**config.mk**
```make
export PLATFORM = sky130hd
export DESIGN_NAME = robs_mult_sequencer_flat
export DESIGN_NICKNAME = d
export VERILOG_FILES = /design/src/rtl/robs_mult_sequencer_pkg.sv /design/src/rtl/robs_mult_sequencer_if.sv /design/src/rtl/robs_mult_sequencer_sat_counter.sv /design/src/rtl/robs_mult_sequencer.sv /design/src/flat_wrapper.sv
export SDC_FILE = /design/constraint.sdc
export NUM_CORES = 1
export LEC_CHECK = 0
export ABC_AREA = 1
export ABC_CLOCK_PERIOD_IN_PS = 2200
export CAP_MARGIN = 20
export CORE_MARGIN = 2
export CORE_UTILIZATION = 46
export DETAILED_ROUTE_END_ITERATION = 16
export GPL_ROUTABILITY_DRIVEN = 0
export PLACE_DENSITY = 0.79
export SYNTH_ARGS = -nofsm -noshare
export SYNTH_HDL_FRONTEND = slang
export SYNTH_HIERARCHICAL = 1
export SYNTH_SLANG_ARGS = --single-unit
```
**constraint.sdc**
```tcl
create_clock -name clk -period 2.2 [get_ports clk]
set_input_delay 0.22 -clock clk [delete_from_list [all_inputs] [get_ports clk]]
set_output_delay 0.22 -clock clk [all_outputs]
set_load 0.01 [all_outputs]
```
**src/rtl/robs_mult_sequencer_pkg.sv**
```systemverilog
// Shared types and default parameters for the Robertson multiplier job sequencer.
// Contents:
//   seq_state_t  - sequencer FSM states
//   DEF_WIDTH    - default operand width (product is 2*DEF_WIDTH)
//   DEF_CW       - default latency counter width
//   DEF_TIMEOUT  - default WAIT-cycle limit before a job is aborted
package robs_pkg;

  typedef enum logic [1:0] {
    IDLE   = 2'd0,
    LAUNCH = 2'd1,
    WAIT   = 2'd2,
    RESULT = 2'd3
  } seq_state_t;

  localparam int DEF_WIDTH   = 8;
  localparam int DEF_CW      = 8;
  localparam int DEF_TIMEOUT = 40;

endpackage

```
**src/rtl/robs_mult_sequencer_if.sv**
```systemverilog
// Operand-in and result-out handshake bundle of the multiplier sequencer.
// Signals:
//   in_valid/in_ready              operand pair handshake
//   in_multiplier/in_multiplicand  signed operands, WIDTH bits
//   out_valid/out_ready            result handshake
//   out_product                    2*WIDTH-bit product (0 on timeout)
//   out_cycles                     CW-bit measured latency
//   out_timeout                    job aborted without done
// Modports:
//   master - operand source / result consumer side
//   slave  - sequencer side
interface robs_mult_sequencer_if #(
  parameter int WIDTH = 8,
  parameter int CW    = 8
);
  logic                 in_valid;
  logic                 in_ready;
  logic [WIDTH-1:0]     in_multiplier;
  logic [WIDTH-1:0]     in_multiplicand;
  logic                 out_valid;
  logic                 out_ready;
  logic [2*WIDTH-1:0]   out_product;
  logic [CW-1:0]        out_cycles;
  logic                 out_timeout;

  modport master (
    output in_valid, in_multiplier, in_multiplicand, out_ready,
    input  in_ready, out_valid, out_product, out_cycles, out_timeout
  );

  modport slave (
    input  in_valid, in_multiplier, in_multiplicand, out_ready,
    output in_ready, out_valid, out_product, out_cycles, out_timeout
  );
endinterface

```
**src/rtl/robs_mult_sequencer_sat_counter.sv**
```systemverilog
// Saturating up-counter used to measure WAIT latency.
// Ports:
//   clk    rising-edge clock
//   reset  asynchronous, active-high; clears count
//   clr    synchronous clear (priority over en)
//   en     count enable; holds at all-ones once reached
//   count  CW-bit counter value
module robs_sat_counter #(
  parameter int CW = 8
) (
  input  logic          clk,
  input  logic          reset,
  input  logic          clr,
  input  logic          en,
  output logic [CW-1:0] count
);

  always_ff @(posedge clk or posedge reset) begin
    if (reset) begin
      count <= '0;
    end else if (clr) begin
      count <= '0;
    end else if (en && (count != '1)) begin
      count <= count + 1'b1;
    end
  end

endmodule

```
**src/rtl/robs_mult_sequencer.sv**
```systemverilog
// Job sequencer between an operand source, a Robertson multiplier and a
// result consumer. Accepts one operand pair, holds it on the multiplier
// inputs, restarts the multiplier for one cycle, waits for done (bounded by
// TIMEOUT) and offers product, latency and timeout flag to the consumer.
// Ports:
//   clk, reset          clock and asynchronous active-high reset
//   bus (slave)         operand-in / result-out handshakes
//   mult_start          multiplier reset/restart (also high while in reset)
//   mult_multiplier     latched multiplier operand
//   mult_multiplicand   latched multiplicand operand
//   mult_product        product from the multiplier
//   mult_done           multiplier done
//   busy                sequencer not idle
//
// state  | meaning
// IDLE   | ready for an operand pair
// LAUNCH | one-cycle multiplier restart, clear latency counter
// WAIT   | count cycles until done or timeout
// RESULT | present result until consumer accepts
module robs_mult_sequencer
  import robs_pkg::*;
#(
  parameter int WIDTH   = DEF_WIDTH,
  parameter int CW      = DEF_CW,
  parameter int TIMEOUT = DEF_TIMEOUT
) (
  input  logic                 clk,
  input  logic                 reset,
  robs_mult_sequencer_if.slave bus,
  output logic                 mult_start,
  output logic [WIDTH-1:0]     mult_multiplier,
  output logic [WIDTH-1:0]     mult_multiplicand,
  input  logic [2*WIDTH-1:0]   mult_product,
  input  logic                 mult_done,
  output logic                 busy
);

  seq_state_t           state, state_nx;
  logic [CW-1:0]        cnt;
  logic [CW:0]          cnt_inc;
  logic                 accept;
  logic                 done_hit;
  logic                 tmo_hit;

  logic [WIDTH-1:0]     op_mr;
  logic [WIDTH-1:0]     op_md;
  logic [2*WIDTH-1:0]   res_product;
  logic [CW-1:0]        res_cycles;
  logic                 res_timeout;

  robs_sat_counter #(.CW(CW)) u_cnt (
    .clk   (clk),
    .reset (reset),
    .clr   (state == LAUNCH),
    .en    (state == WAIT),
    .count (cnt)
  );

  assign cnt_inc = {1'b0, cnt} + 1'b1;
  assign accept  = (state == IDLE) && bus.in_valid;
  // done in the first WAIT cycle may still be the previous job's; ignore it
  assign done_hit = (state == WAIT) && (cnt != '0) && mult_done;
  assign tmo_hit  = (state == WAIT) && (cnt_inc == (CW+1)'(TIMEOUT));

  always_ff @(posedge clk or posedge reset) begin
    if (reset) begin
      state <= IDLE;
    end else begin
      state <= state_nx;
    end
  end

  always_comb begin
    state_nx = state;
    case (state)
      IDLE:    if (accept) state_nx = LAUNCH;
      LAUNCH:  state_nx = WAIT;
      WAIT:    if (done_hit || tmo_hit) state_nx = RESULT;
      RESULT:  if (bus.out_ready) state_nx = IDLE;
      default: state_nx = IDLE;
    endcase
  end

  always_ff @(posedge clk or posedge reset) begin
    if (reset) begin
      op_mr <= '0;
      op_md <= '0;
    end else if (accept) begin
      op_mr <= bus.in_multiplier;
      op_md <= bus.in_multiplicand;
    end
  end

  // done has priority over the timeout when both land in the same cycle
  always_ff @(posedge clk or posedge reset) begin
    if (reset) begin
      res_product <= '0;
      res_cycles  <= '0;
      res_timeout <= 1'b0;
    end else if (state == LAUNCH) begin
      res_timeout <= 1'b0;
    end else if (done_hit) begin
      res_product <= mult_product;
      res_cycles  <= cnt_inc[CW-1:0];
      res_timeout <= 1'b0;
    end else if (tmo_hit) begin
      res_product <= '0;
      res_cycles  <= CW'(TIMEOUT);
      res_timeout <= 1'b1;
    end
  end

  // reset feeds mult_start directly so the multiplier is held in reset too
  assign mult_start        = reset | (state == LAUNCH);
  assign mult_multiplier   = op_mr;
  assign mult_multiplicand = op_md;
  assign busy              = (state != IDLE);

  assign bus.in_ready    = (state == IDLE);
  assign bus.out_valid   = (state == RESULT);
  assign bus.out_product = res_product;
  assign bus.out_cycles  = res_cycles;
  assign bus.out_timeout = res_timeout;

endmodule

```
**src/flat_wrapper.sv**
```systemverilog
// flat-port wrapper written by rule: the top's interface ports become plain ports
module robs_mult_sequencer_flat import robs_pkg::*;
#(
  parameter int WIDTH   = DEF_WIDTH,
  parameter int CW      = DEF_CW,
  parameter int TIMEOUT = DEF_TIMEOUT
)
  (clk, reset, mult_start, mult_multiplier, mult_multiplicand, mult_product, mult_done, busy, bus_in_valid, bus_in_multiplier, bus_in_multiplicand, bus_out_ready, bus_in_ready, bus_out_valid, bus_out_product, bus_out_cycles, bus_out_timeout);
  robs_mult_sequencer_if #(.WIDTH(WIDTH), .CW(CW)) bus_i ();
  input  logic clk;
  input  logic reset;
  output logic mult_start;
  output logic [WIDTH-1:0] mult_multiplier;
  output logic [WIDTH-1:0] mult_multiplicand;
  input  logic [2*WIDTH-1:0] mult_product;
  input  logic mult_done;
  output logic busy;
  input wire logic [$bits(bus_i.in_valid)-1:0] bus_in_valid;
  input wire logic [$bits(bus_i.in_multiplier)-1:0] bus_in_multiplier;
  input wire logic [$bits(bus_i.in_multiplicand)-1:0] bus_in_multiplicand;
  input wire logic [$bits(bus_i.out_ready)-1:0] bus_out_ready;
  output wire logic [$bits(bus_i.in_ready)-1:0] bus_in_ready;
  output wire logic [$bits(bus_i.out_valid)-1:0] bus_out_valid;
  output wire logic [$bits(bus_i.out_product)-1:0] bus_out_product;
  output wire logic [$bits(bus_i.out_cycles)-1:0] bus_out_cycles;
  output wire logic [$bits(bus_i.out_timeout)-1:0] bus_out_timeout;
  assign bus_i.in_valid = bus_in_valid;
  assign bus_i.in_multiplier = bus_in_multiplier;
  assign bus_i.in_multiplicand = bus_in_multiplicand;
  assign bus_i.out_ready = bus_out_ready;
  assign bus_in_ready = bus_i.in_ready;
  assign bus_out_valid = bus_i.out_valid;
  assign bus_out_product = bus_i.out_product;
  assign bus_out_cycles = bus_i.out_cycles;
  assign bus_out_timeout = bus_i.out_timeout;
  robs_mult_sequencer #(.WIDTH(WIDTH), .CW(CW), .TIMEOUT(TIMEOUT)) u_core (.clk(clk), .reset(reset), .bus(bus_i), .mult_start(mult_start), .mult_multiplier(mult_multiplier), .mult_multiplicand(mult_multiplicand), .mult_product(mult_product), .mult_done(mult_done), .busy(busy));
endmodule
```
==> reports/qor.tcl, run 1 <==
set qor(postRouteWirelength_um) 5720
set qor(mappedNetlistArea_mm2) 0.00251
set qor(layout_cell_share_with_drive_strength_beyond_1_pct) 15.0
set qor(list_of_cells_traversed_by_the_critical_path) {inv_1 > ha_2 > inv_1 > nand2_1 > clkdlybuf4s50_1}
set qor(drt-initial-drc-count) 99
set qor(ys_types) 27
set qor(path_common_cell) {sky130_fd_sc_hd__inv_1}
set qor(ant_nets) 0
set qor(postSynth.asyncResetShare_pct) 100
set qor(antenna_found_initial) 0
set qor(grt-ovfl-total) 0
set qor(utilization_pct) 67.9
set qor(synthesis.area_per_instance_um2) 8.85
set qor(detail_route.wl_per_cell_um) 12.9
set qor(numCtsBuffers) 5
set qor(detail_route.vias_per_cell) 4.80
set qor(hold_class) {in2async}
set qor(path_buf_inv) 3
set qor(postCtsHoldBufs) 0
set qor(fin_crit_ns) 2.04
set qor(most-common-layout-cells) {103 x sky130_fd_sc_hd__nand2_1, 81 x sky130_fd_sc_hd__clkdlybuf4s50_1, 51 x sky130_fd_sc_hd__dfrtp_1}
set qor(wl_met1_um) 2500
set qor(critical_path.startpoint_type) {register}
set qor(die_boundary_height_um) 77.9
set qor(ioPinCount) 82
set qor(ctsRootBufferMaster) {sky130_fd_sc_hd__clkbuf_8}
set qor(largest_net_degree_at_the_start_of_global_routing) 44
set qor(finish.net_count) 416
set qor(synthDominantCellAreaShare_pct) 50.8
set qor(total_leakage_power_nw) 1.69
set qor(die-width_um) 77.9
set qor(path_max_fanout) 6
set qor(synthFlopType) {sky130_fd_sc_hd__dfrtp_1}
set qor(timing_worst_setup_path_type) {reg2out}
set qor(clk_pin_slew_ns) 0.09
set qor(timing.critical_path.max_delay_family) {buffers and inverters}
set qor(clock_path_buffers) 2
set qor(reg2reg_slack_ns) 0.24
set qor(row_count) 26
set qor(met2WireLength_um) 2770
set qor(finalMaxSlewViolations) 0
set qor(timing.clock.skew_ns) 0.00591
set qor(drt-pass1-iter-count) 4
set qor(power_density_mw_per_mm2) 1210
set qor(detailroute.wirelength.met3_um) 310
set qor(timing.max_cap.violations) 0
set qor(area.sequential_mm2) 0.00128
set qor(area_overhead_vs_synth_pct) 40.6
set qor(multi_input_comb_area_mm2) 0.00109
set qor(antenna-diode-count) 0
set qor(core_area_mm2) 0.00520
set qor(topRoutingLayerUsed) {met4}
set qor(detail_route.drc_violations) 0
set qor(global_route_wire_length_before_repair_um) 9480
set qor(crit_path_max_incr_delay_ns) 0.57
set qor(max_freq_mhz) 490
set qor(timing.critical_path.to_type) {output port}
set qor(synth_enable_flop_cells) 0
set qor(worstPathRequired_ns) 1.98
set qor(arrival_worst_endpoint_ns) 1.82
set qor(cts_tree) {built}
set qor(tightest_slew_ns) 0.533
set qor(synth.yosys.seq_area_share_pct) 50.8
set qor(synth_largest_area_cell) {sky130_fd_sc_hd__dfrtp_1}
set qor(mostFrequentLayoutCell) {sky130_fd_sc_hd__nand2_1}
set qor(dp_hpwl_um) 4310
set qor(start_util_pct) 48.3
set qor(outcome) {completed}
set qor(grt_setup_unrepaired) {no}
set qor(fillers) 433
set qor(synth_area_leaders) {sky130_fd_sc_hd__dfrtp_1 51%, sky130_fd_sc_hd__nand2_1 15%, sky130_fd_sc_hd__mux2_2 7.2%}
set qor(yosysWarnings) 6
set qor(grt_util_all_layers_pct) 19.6
set qor(vdd.ir_drop.worst_mv) 0.599
set qor(synth.net_count) 328
set qor(min_period_over_period_pct) 92.8
set qor(clock_latency_of_the_later_clocked_register_in_the_worst_skew_pair_ns) 0.30
set qor(post_synth_inst_count) 284
set qor(cts.sinks) 51
set qor(cell_with_the_largest_stage_delay_on_the_worst_path) {sky130_fd_sc_hd__clkdlybuf4s50_1}
set qor(timing_hold_violations_final) 0
set qor(worst_slew_margin_rel_pct) 64.4
set qor(portBuffers) 81
set qor(grt_pass1_vias) 2001
set qor(htree_levels) 2
set qor(synth.ff_latch_count) 51
set qor(vias) 2127
set qor(finalSetupTns_ns) 0
set qor(fp.dieArea_mm2) 0.00607
set qor(final-setup-viol-count) 0
[layer usage]
layer	up-vias	GRT usage [%]
li1	1060	-
met1	995	25.3
met2	61	32.3
met3	11	4.53
met4	0	7.37
met5	-	0
[registers in the layout (all words and copies together), names as in the netlist]
signal and flops:
u_core/mult_multiplicand 8, u_core/mult_multiplier 8, u_core/bus.out_cycles 8, u_core/state 2
u_core/u_cnt/count 8, u_core/bus.out_product 16, u_core/bus.out_timeout 1
[timing repair]
action,in CTS,in global routing
setup buffers,0,0
resized for setup,0,1
setup endpoints to repair,0,1
[where the power goes]
group / total (mW) / switching [mW] / leakage, nW / internal [mW]
Sequential: 1.56 / 0.242 / 0.641 / 1.32
Combinational: 2.05 / 0.946 / 0.984 / 1.10
Clock: 0.670 / 0.301 / 0.0612 / 0.368
[per-stage QoR]
stage | area [µm²] | hold WS, ns | power [mW] | setup WS, ns | std cells
2_1_floorplan | 2510 | 0.0357 | 2.60 | 0.478 | 284
3_5_place_dp | 3410 | 0.468 | 3.64 | 0.267 | 435
3_3_place_gp | 3410 | 0.453 | 3.58 | 0.379 | 435
6_report | 3530 | 0.183 | 4.28 | 0.158 | 443
5_1_grt | 3530 | 0.212 | 4.59 | 0.0233 | 443
4_1_cts | 3530 | 0.194 | 4.31 | 0.0705 | 443
[logic make-up (layout without fill, tap and decap cells)]
family | after synthesis | count (layout) | synth area share [%]
simple gates | 160 | 160 | 28.6
compound gates | 12 | 12 | 2.54
buf+inv | 34 | 123 | 5.98
mux | 16 | 16 | 7.17
fa+ha+maj | 7 | 7 | 3.49
flops | 51 | 51 | 50.8
xor+xnor | 4 | 4 | 1.39
[cell type report]
type                            instances  share of cell area [%]
Multi-Input combinational cell        199                    30.8
Tap cell                               70                    2.48
Clock inverter                          2                   0.992
Sequential cell                        51                    36.1
Timing Repair Buffer                   86                    24.0
Clock buffer                            6                    2.34
Inverter                               29                    3.22
[synth_stat cells, types with 2 or more instances]
master,count
sky130_fd_sc_hd__nor2_1,10
sky130_fd_sc_hd__nand4_1,2
sky130_fd_sc_hd__nand2_4,3
sky130_fd_sc_hd__nor2_2,4
sky130_fd_sc_hd__buf_2,2
sky130_fd_sc_hd__nand3_1,18
sky130_fd_sc_hd__a21oi_1,6
sky130_fd_sc_hd__dfrtp_1,51
sky130_fd_sc_hd__nand2_2,15
sky130_fd_sc_hd__inv_1,28
sky130_fd_sc_hd__buf_6,2
sky130_fd_sc_hd__o21ai_0,2
sky130_fd_sc_hd__xor2_1,3
sky130_fd_sc_hd__o21ai_1,2
sky130_fd_sc_hd__mux2_2,16
sky130_fd_sc_hd__nand2_1,103
sky130_fd_sc_hd__ha_1,7
[final timing paths]
path	from	endpoint	cells past startpoint
max reg2reg	u_core/u_cnt/count[1]$_DFFE_PP0P_	u_core/bus.out_cycles[5]$_DFFE_PP0P_	11
max	u_core/state[1]$_DFFE_PP0P_	mult_start	5
min in group clk	mult_product[0]	u_core/bus.out_product[0]$_DFFE_PP0P_	3
max in group asynchronous	reset	u_core/mult_multiplicand[7]$_DFFE_PP0P_	3
min	reset	u_core/u_cnt/count[5]$_DFFE_PP0P_	2
min reg2reg	u_core/bus.out_cycles[6]$_DFFE_PP0P_	u_core/bus.out_cycles[6]$_DFFE_PP0P_	2
No activity file was read; power rests on OpenSTA's default activity.
==> run 2, diff against run 1 <==
- ABC_CLOCK_PERIOD_IN_PS: 2200 -> 1900
- CTS_CLUSTER_DIAMETER: unset -> 50
- clock period: 2.2 -> 1.9 ns (I/O delays scaled with it)
==> reports/qor.tcl, run 2 (synthesis results as in run 1) <==
set qor(path_max_fanout) 4 ;# was 6
set qor(fp.dieArea_mm2) 0.00607 ;# unchanged
set qor(path_buf_inv) 2 ;# was 3
set qor(die-width_um) 77.9 ;# unchanged
set qor(timing_worst_setup_path_type) {reg2out} ;# unchanged
set qor(global_route.usage.met1_pct) 27.7 ;# was 25.3%
set qor(clock_latency_of_the_later_clocked_register_in_the_worst_skew_pair_ns) 0.31 ;# was 0.30 ns
set qor(ant_nets) 0 ;# unchanged
set qor(hold_class) {in2async} ;# unchanged
set qor(numCtsBuffers) 5 ;# unchanged
set qor(dp_hpwl_um) 4480 ;# was 4310 µm
set qor(grt_pass1_vias) 2104 ;# was 2001
set qor(antenna_found_initial) 0 ;# unchanged
set qor(worstPathRequired_ns) 1.71 ;# was 1.98 ns
set qor(drt-initial-drc-count) 113 ;# was 99
set qor(timing_hold_violations_final) 0 ;# unchanged
set qor(portBuffers) 81 ;# unchanged
set qor(ctsRootBufferMaster) {sky130_fd_sc_hd__clkbuf_8} ;# unchanged
set qor(max_freq_mhz) 553
set qor(utilization_pct) 70.1 ;# was 67.9%
set qor(detail_route.drc_violations) 0 ;# unchanged
set qor(drt-pass1-iter-count) 5 ;# was 4
set qor(cts.sinks) 51 ;# unchanged
set qor(grt_setup_unrepaired) {yes} ;# was no
set qor(finalMaxSlewViolations) 0 ;# unchanged
set qor(outcome) {completed} ;# unchanged
set qor(antenna-diode-count) 0 ;# unchanged
set qor(timing.critical_path.max_delay_family) {buffers and inverters} ;# unchanged
set qor(global_route_wire_length_before_repair_um) 10200 ;# was 9480 µm
set qor(cts_tree) {built} ;# unchanged
set qor(grt-ovfl-total) 0 ;# unchanged
set qor(min_period_over_period_pct) 95.1
set qor(worst_slew_margin_rel_pct) 64.1 ;# was 64.4%
set qor(timing.max_cap.violations) 0 ;# unchanged
set qor(core_area_mm2) 0.00520 ;# unchanged
set qor(timing.critical_path.to_type) {output port} ;# unchanged
set qor(critical_path.startpoint_type) {register} ;# unchanged
set qor(die_boundary_height_um) 77.9 ;# unchanged
set qor(tightest_slew_ns) 0.538 ;# was 0.533 ns
set qor(finish.net_count) 427 ;# was 416
set qor(total_leakage_power_nw) 1.76 ;# was 1.69 nW
set qor(vdd.ir_drop.worst_mv) 0.813 ;# was 0.599 mV
set qor(postCtsHoldBufs) 0 ;# unchanged
set qor(vias) 2181 ;# was 2127
set qor(detail_route.vias_per_cell) 4.80 ;# about the same
set qor(finalPower_mw) 5.17 ;# was 4.28 mW
set qor(timing.clock.skew_ns) 0.00641 ;# was 0.00591 ns
set qor(final-setup-viol-count) 0 ;# unchanged
set qor(arrival_worst_endpoint_ns) 1.62 ;# was 1.82 ns
set qor(start_util_pct) 48.3 ;# unchanged
set qor(largest_net_degree_at_the_start_of_global_routing) 44 ;# unchanged
set qor(cell_with_the_largest_stage_delay_on_the_worst_path) {sky130_fd_sc_hd__clkdlybuf4s50_1} ;# unchanged
set qor(grt_util_all_layers_pct) 21.0 ;# was 19.6%
set qor(area_overhead_vs_synth_pct) 45.3 ;# was 40.6%
set qor(clock_path_buffers) 2 ;# unchanged
set qor(busiest_layer) {met2} ;# unchanged
set qor(detail_route.wl_per_cell_um) 13.1 ;# was 12.9 µm
set qor(htree_levels) 2 ;# unchanged
set qor(list_of_cells_traversed_by_the_critical_path) {inv_1 > ha_1 > clkdlybuf4s50_1} ;# was inv_1 > ha_2 > inv_1 > nand2_1 > clkdlybuf4s50_1
set qor(most-common-layout-cells) {103 x sky130_fd_sc_hd__nand2_1, 79 x sky130_fd_sc_hd__clkdlybuf4s50_1, 50 x sky130_fd_sc_hd__dfrtp_1} ;# was 103 x sky130_fd_sc_hd__nand2_1, 81 x sky130_fd_sc_hd__clkdlybuf4s50_1, 51 x sky130_fd_sc_hd__dfrtp_1
set qor(crit_path_max_incr_delay_ns) 0.59 ;# was 0.57 ns
set qor(fin_crit_ns) 1.81
set qor(clk_pin_slew_ns) 0.09 ;# about the same
set qor(postRouteWirelength_um) 5930 ;# was 5720 µm
set qor(dp_slack_ns) 0.0562 ;# was 0.267 ns
set qor(mostFrequentLayoutCell) {sky130_fd_sc_hd__nand2_1} ;# unchanged
set qor(row_count) 26 ;# unchanged
set qor(power_density_mw_per_mm2) 1420 ;# was 1210 mW/mm²
set qor(ioPinCount) 82 ;# unchanged
set qor(largest_register_ffs) 16 ;# unchanged
set qor(layout_cell_share_with_drive_strength_beyond_1_pct) 17.4 ;# was 15.0%
set qor(timing.final.ws_setup_ns) 0.0927 ;# was 0.158 ns
set qor(use_met3_pct) 4.07 ;# was 4.53%
set qor(globalRouteMet2Util_pct) 35.0 ;# was 32.3%
-- run 2: report_power, final --
group / switching, mW / total (mW) / internal [mW]
Sequential: 0.260 / 1.78 / 1.52
Clock: 0.366 / 0.891 / 0.525
Combinational: 1.16 / 2.50 / 1.34
-- run 2: final cells by class --
class	count	area, µm²
Fill cell	405	1550
Sequential cell	51	1280
Multi-Input combinational cell	199	1100
Timing Repair Buffer	97	936
Inverter	29	114
Tap cell	70	87.6
Clock buffer	5	68.8
Clock inverter	3	67.6
-- run 2: metal layers --
layer,up-vias,share of wire (%)
met4,0,1.5
li1,1087,-
met1,1027,42
met3,8,5.9
met2,59,51
met5,-,0
-- run 2: per-stage QoR --
stage          setup TNS [ns]  cells  cell area (µm²)  hold slack [ns]
2_1_floorplan               0    284             2510          0.00566
3_3_place_gp                0    445             3490            0.452
3_5_place_dp                0    445             3490            0.458
4_1_cts                     0    454             3630            0.156
5_1_grt                -0.162    454             3650            0.188
6_report                    0    454             3650            0.153
-- run 2: timing repair --
action | in CTS | in global routing
pin swaps | 0 | 1
gates resized for setup | 0 | 5
setup endpoints to repair | 1 | 26
setup buffers | 1 | 0
-- run 2: path summary, 6_finish.rpt --
path	startpoint	end	slack, ns	cells past startpoint
max in group asynchronous	reset	u_core/mult_multiplicand[6]$_DFFE_PP0P_	1.15	3
min in group clk	mult_product[15]	u_core/bus.out_product[15]$_DFFE_PP0P_	0.42	3
worst min register to register	u_core/bus.out_product[1]$_DFFE_PP0P_	u_core/bus.out_product[1]$_DFFE_PP0P_	0.48	2
worst max register to register	u_core/u_cnt/count[0]$_DFFE_PP0P_	u_core/bus.out_cycles[5]$_DFFE_PP0P_	0.10	11
worst min-delay path	reset	u_core/u_cnt/count[5]$_DFFE_PP0P_	0.15	2
worst max-delay path	u_core/state[1]$_DFFE_PP0P_	bus_in_ready	0.09	3
-- run 2: worst register-to-register path: stages, from the launching register on --
cell and delay [ns]:
sky130_fd_sc_hd__dfrtp_1 0.39, sky130_fd_sc_hd__ha_1 0.23, sky130_fd_sc_hd__nand3_1 0.14, sky130_fd_sc_hd__inv_1 0.07, sky130_fd_sc_hd__nand2_1 0.07, sky130_fd_sc_hd__nand3_1 0.07, sky130_fd_sc_hd__nor2_1 0.14, sky130_fd_sc_hd__nand3_2 0.15
sky130_fd_sc_hd__nand2_4 0.12, sky130_fd_sc_hd__nand2_8 0.14, sky130_fd_sc_hd__nand2_1 0.09, sky130_fd_sc_hd__o21ai_0 0.07
==> run 3, diff against run 2 <==
- CELL_PAD_IN_SITES_DETAIL_PLACEMENT: unset -> 0
- CELL_PAD_IN_SITES_GLOBAL_PLACEMENT: unset -> 2
- CORE_UTILIZATION: 46 -> 26
- PLACE_DENSITY: 0.79 -> 0.77
==> reports/qor.tcl, run 3 (synthesis results as in run 1) <==
set qor(outcome) {completed} ;# unchanged
set qor(global_route_wire_length_before_repair_um) 9990 ;# was 10200 µm
set qor(largest_register_ffs) 16 ;# unchanged
set qor(setup.worst_path.end) {bus_in_ready} ;# unchanged
set qor(fp.dieArea_mm2) 0.0105 ;# was 0.00607 mm²
set qor(row_count) 35 ;# was 26
set qor(reg2reg_depth) 8 ;# was 11
set qor(timing.critical_path.max_delay_family) {buffers and inverters} ;# unchanged
set qor(postCtsHoldBufs) 0 ;# unchanged
set qor(regToRegStartpoint) {u_core/u_cnt/count[0]$_DFFE_PP0P_} ;# unchanged
set qor(postRouteWirelength_um) 6580 ;# was 5930 µm
set qor(fin_crit_ns) 1.75 ;# was 1.81 ns
set qor(grt_util_all_layers_pct) 12.2 ;# was 21.0%
set qor(crit_path_max_incr_delay_ns) 0.56 ;# was 0.59 ns
set qor(portBuffers) 81 ;# unchanged
set qor(finish.net_count) 430 ;# was 427
set qor(detail_route.wl_per_cell_um) 12.8 ;# was 13.1 µm
set qor(grt_pass1_vias) 2028 ;# was 2104
set qor(timing.max_cap.violations) 0 ;# unchanged
set qor(dp_hpwl_um) 4830 ;# was 4480 µm
set qor(core_area_mm2) 0.00933 ;# was 0.00520 mm²
set qor(cts.sinks) 51 ;# unchanged
set qor(path_buf_inv) 2 ;# unchanged
set qor(antenna-diode-count) 0 ;# unchanged
set qor(grt_setup_unrepaired) {no} ;# was yes
set qor(cts_tree) {built} ;# unchanged
set qor(list_of_cells_traversed_by_the_critical_path) {inv_1 > ha_1 > clkdlybuf4s50_1} ;# unchanged
set qor(arrival_worst_endpoint_ns) 1.56 ;# was 1.62 ns
set qor(ant_nets) 0 ;# unchanged
set qor(timing.clock.skew_ns) 0.00291 ;# was 0.00641 ns
set qor(finalPower_mw) 5.11 ;# was 5.17 mW
set qor(final-setup-viol-count) 0 ;# unchanged
set qor(worstPathRequired_ns) 1.71 ;# about the same
set qor(mostFrequentLayoutCell) {sky130_fd_sc_hd__nand2_1} ;# unchanged
set qor(detail_route.vias_per_cell) 4.17 ;# was 4.80
set qor(largest_net_degree_at_the_start_of_global_routing) 44 ;# unchanged
set qor(vias) 2152 ;# was 2181
set qor(finalSetupTns_ns) 0 ;# unchanged
set qor(die_boundary_height_um) 102 ;# was 77.9 µm
set qor(worst_slew_margin_rel_pct) 62.9 ;# was 64.1%
set qor(drt-pass1-iter-count) 5 ;# unchanged
set qor(max_freq_mhz) 570 ;# was 553 MHz
set qor(power_density_mw_per_mm2) 1360 ;# was 1420 mW/mm²
set qor(htree_levels) 2 ;# unchanged
set qor(timing_worst_setup_path_type) {reg2out} ;# unchanged
set qor(hold_class) {in2async} ;# unchanged
set qor(antenna_found_initial) 0 ;# unchanged
set qor(area_overhead_vs_synth_pct) 49.7 ;# was 45.3%
set qor(min_period_over_period_pct) 92.3 ;# was 95.1%
set qor(crit_path_start) {u_core/state[1]$_DFFE_PP0P_} ;# unchanged
set qor(total_leakage_power_nw) 1.76 ;# about the same
set qor(drt-initial-drc-count) 71 ;# was 113
set qor(ctsRootBufferMaster) {sky130_fd_sc_hd__clkbuf_8} ;# unchanged
set qor(most-common-layout-cells) {103 x sky130_fd_sc_hd__nand2_1, 79 x sky130_fd_sc_hd__clkdlybuf4s50_1, 48 x sky130_fd_sc_hd__dfrtp_1} ;# was 103 x sky130_fd_sc_hd__nand2_1, 79 x sky130_fd_sc_hd__clkdlybuf4s50_1, 50 x sky130_fd_sc_hd__dfrtp_1
set qor(hold_slack_ns) 0.255 ;# was 0.153 ns
set qor(timing.critical_path.to_type) {output port} ;# unchanged
set qor(reg2reg_slack_ns) 0.17 ;# was 0.10 ns
set qor(layout_cell_share_with_drive_strength_beyond_1_pct) 20.7 ;# was 17.4%
set qor(path_depth) 3 ;# unchanged
set qor(grt-ovfl-total) 0 ;# unchanged
set qor(r2r_end) {u_core/bus.out_product[7]$_DFFE_PP0P_} ;# was u_core/bus.out_cycles[5]$_DFFE_PP0P_
set qor(clock_path_buffers) 2 ;# unchanged
set qor(die-width_um) 102 ;# was 77.9 µm
set qor(critical_path.startpoint_type) {register} ;# unchanged
set qor(ioPinCount) 82 ;# unchanged
set qor(tightest_slew_ns) 0.556 ;# was 0.538 ns
set qor(numCtsBuffers) 5 ;# unchanged
set qor(clock_latency_of_the_later_clocked_register_in_the_worst_skew_pair_ns) 0.30 ;# was 0.31 ns
set qor(detail_route.drc_violations) 0 ;# unchanged
set qor(timing_hold_violations_final) 0 ;# unchanged
set qor(finalMaxSlewViolations) 0 ;# unchanged
set qor(cell_with_the_largest_stage_delay_on_the_worst_path) {sky130_fd_sc_hd__clkdlybuf4s50_1} ;# unchanged
set qor(path_max_fanout) 4 ;# unchanged
set qor(clk_pin_slew_ns) 0.10 ;# was 0.09 ns
set qor(start_util_pct) 26.9 ;# was 48.3%
set qor(vdd.ir_drop.worst_mv) 0.395 ;# was 0.813 mV
==> run 3: where the power goes <==
group	internal [mW]	total (mW)	leakage, nW	switching [mW]
Combinational	1.35	2.52	1.07	1.18
Sequential	1.52	1.79	0.636	0.267
Clock	0.398	0.794	0.0548	0.397
Total	3.27	5.11	1.76	1.84
==> run 3: how the worst min path moves through the flow <==
stage	start	end	slack, ns
after global routing	reset	u_core/u_cnt/count[4]$_DFFE_PP0P_	0.28
final	reset	u_core/u_cnt/count[1]$_DFFE_PP0P_	0.26
after global placement	u_core/bus.out_cycles[7]$_DFFE_PP0P_	u_core/bus.out_cycles[7]$_DFFE_PP0P_	0.46
after detailed placement	u_core/bus.out_product[0]$_DFFE_PP0P_	u_core/bus.out_product[0]$_DFFE_PP0P_	0.46
after CTS	reset	u_core/u_cnt/count[4]$_DFFE_PP0P_	0.24
after floorplan	reset	u_core/u_cnt/count[0]$_DFFE_PP0P_	0.006
==> run 3: stage by stage <==
stage / setup slack, ns / util, % / std cells / cell area [µm²]
after global placement: 0.0855 / 38.3 / 506 / 3580
after detailed placement: 0.0402 / 38.3 / 506 / 3580
after floorplan: 0.178 / - / 284 / 2510
final: 0.147 / 40.3 / 516 / 3760
after CTS: 0.00383 / 39.6 / 514 / 3690
after global routing: 0.0208 / 40.3 / 516 / 3760
==> run 3: routing by layer <==
layer / track usage (%) / share of wire, %
met2: 19.3 / 45
met5: 0 / 0
met3: 2.53 / 4.7
met4: 3.08 / 0.93
met1: 17.0 / 49
==> run 3: final cells by class <==
| class | count | area, µm² |
|---|---|---|
| fillers | 949 | 5570 |
| flip-flops and latches | 51 | 1280 |
| well taps | 129 | 161 |
| inverters | 29 | 114 |
| clock inverters | 3 | 46.3 |
| repair buffers | 99 | 951 |
| multi-input cells | 200 | 1140 |
| clock buffers | 5 | 68.8 |
==> run 3: what timing repair did <==
action,CTS,global route
endpoints found under the setup margin,0,28
setup buffers,0,1
gates resized for setup,0,15
hold endpoints to repair,0,0
==> run 3: worst register-to-register path: cells and delay by family, from the launching register on <==
kind	cells	cell delay [ns]
fa+ha+maj	1	0.21
buf+inv	2	0.35
flops	1	0.40
simple gates	5	0.70
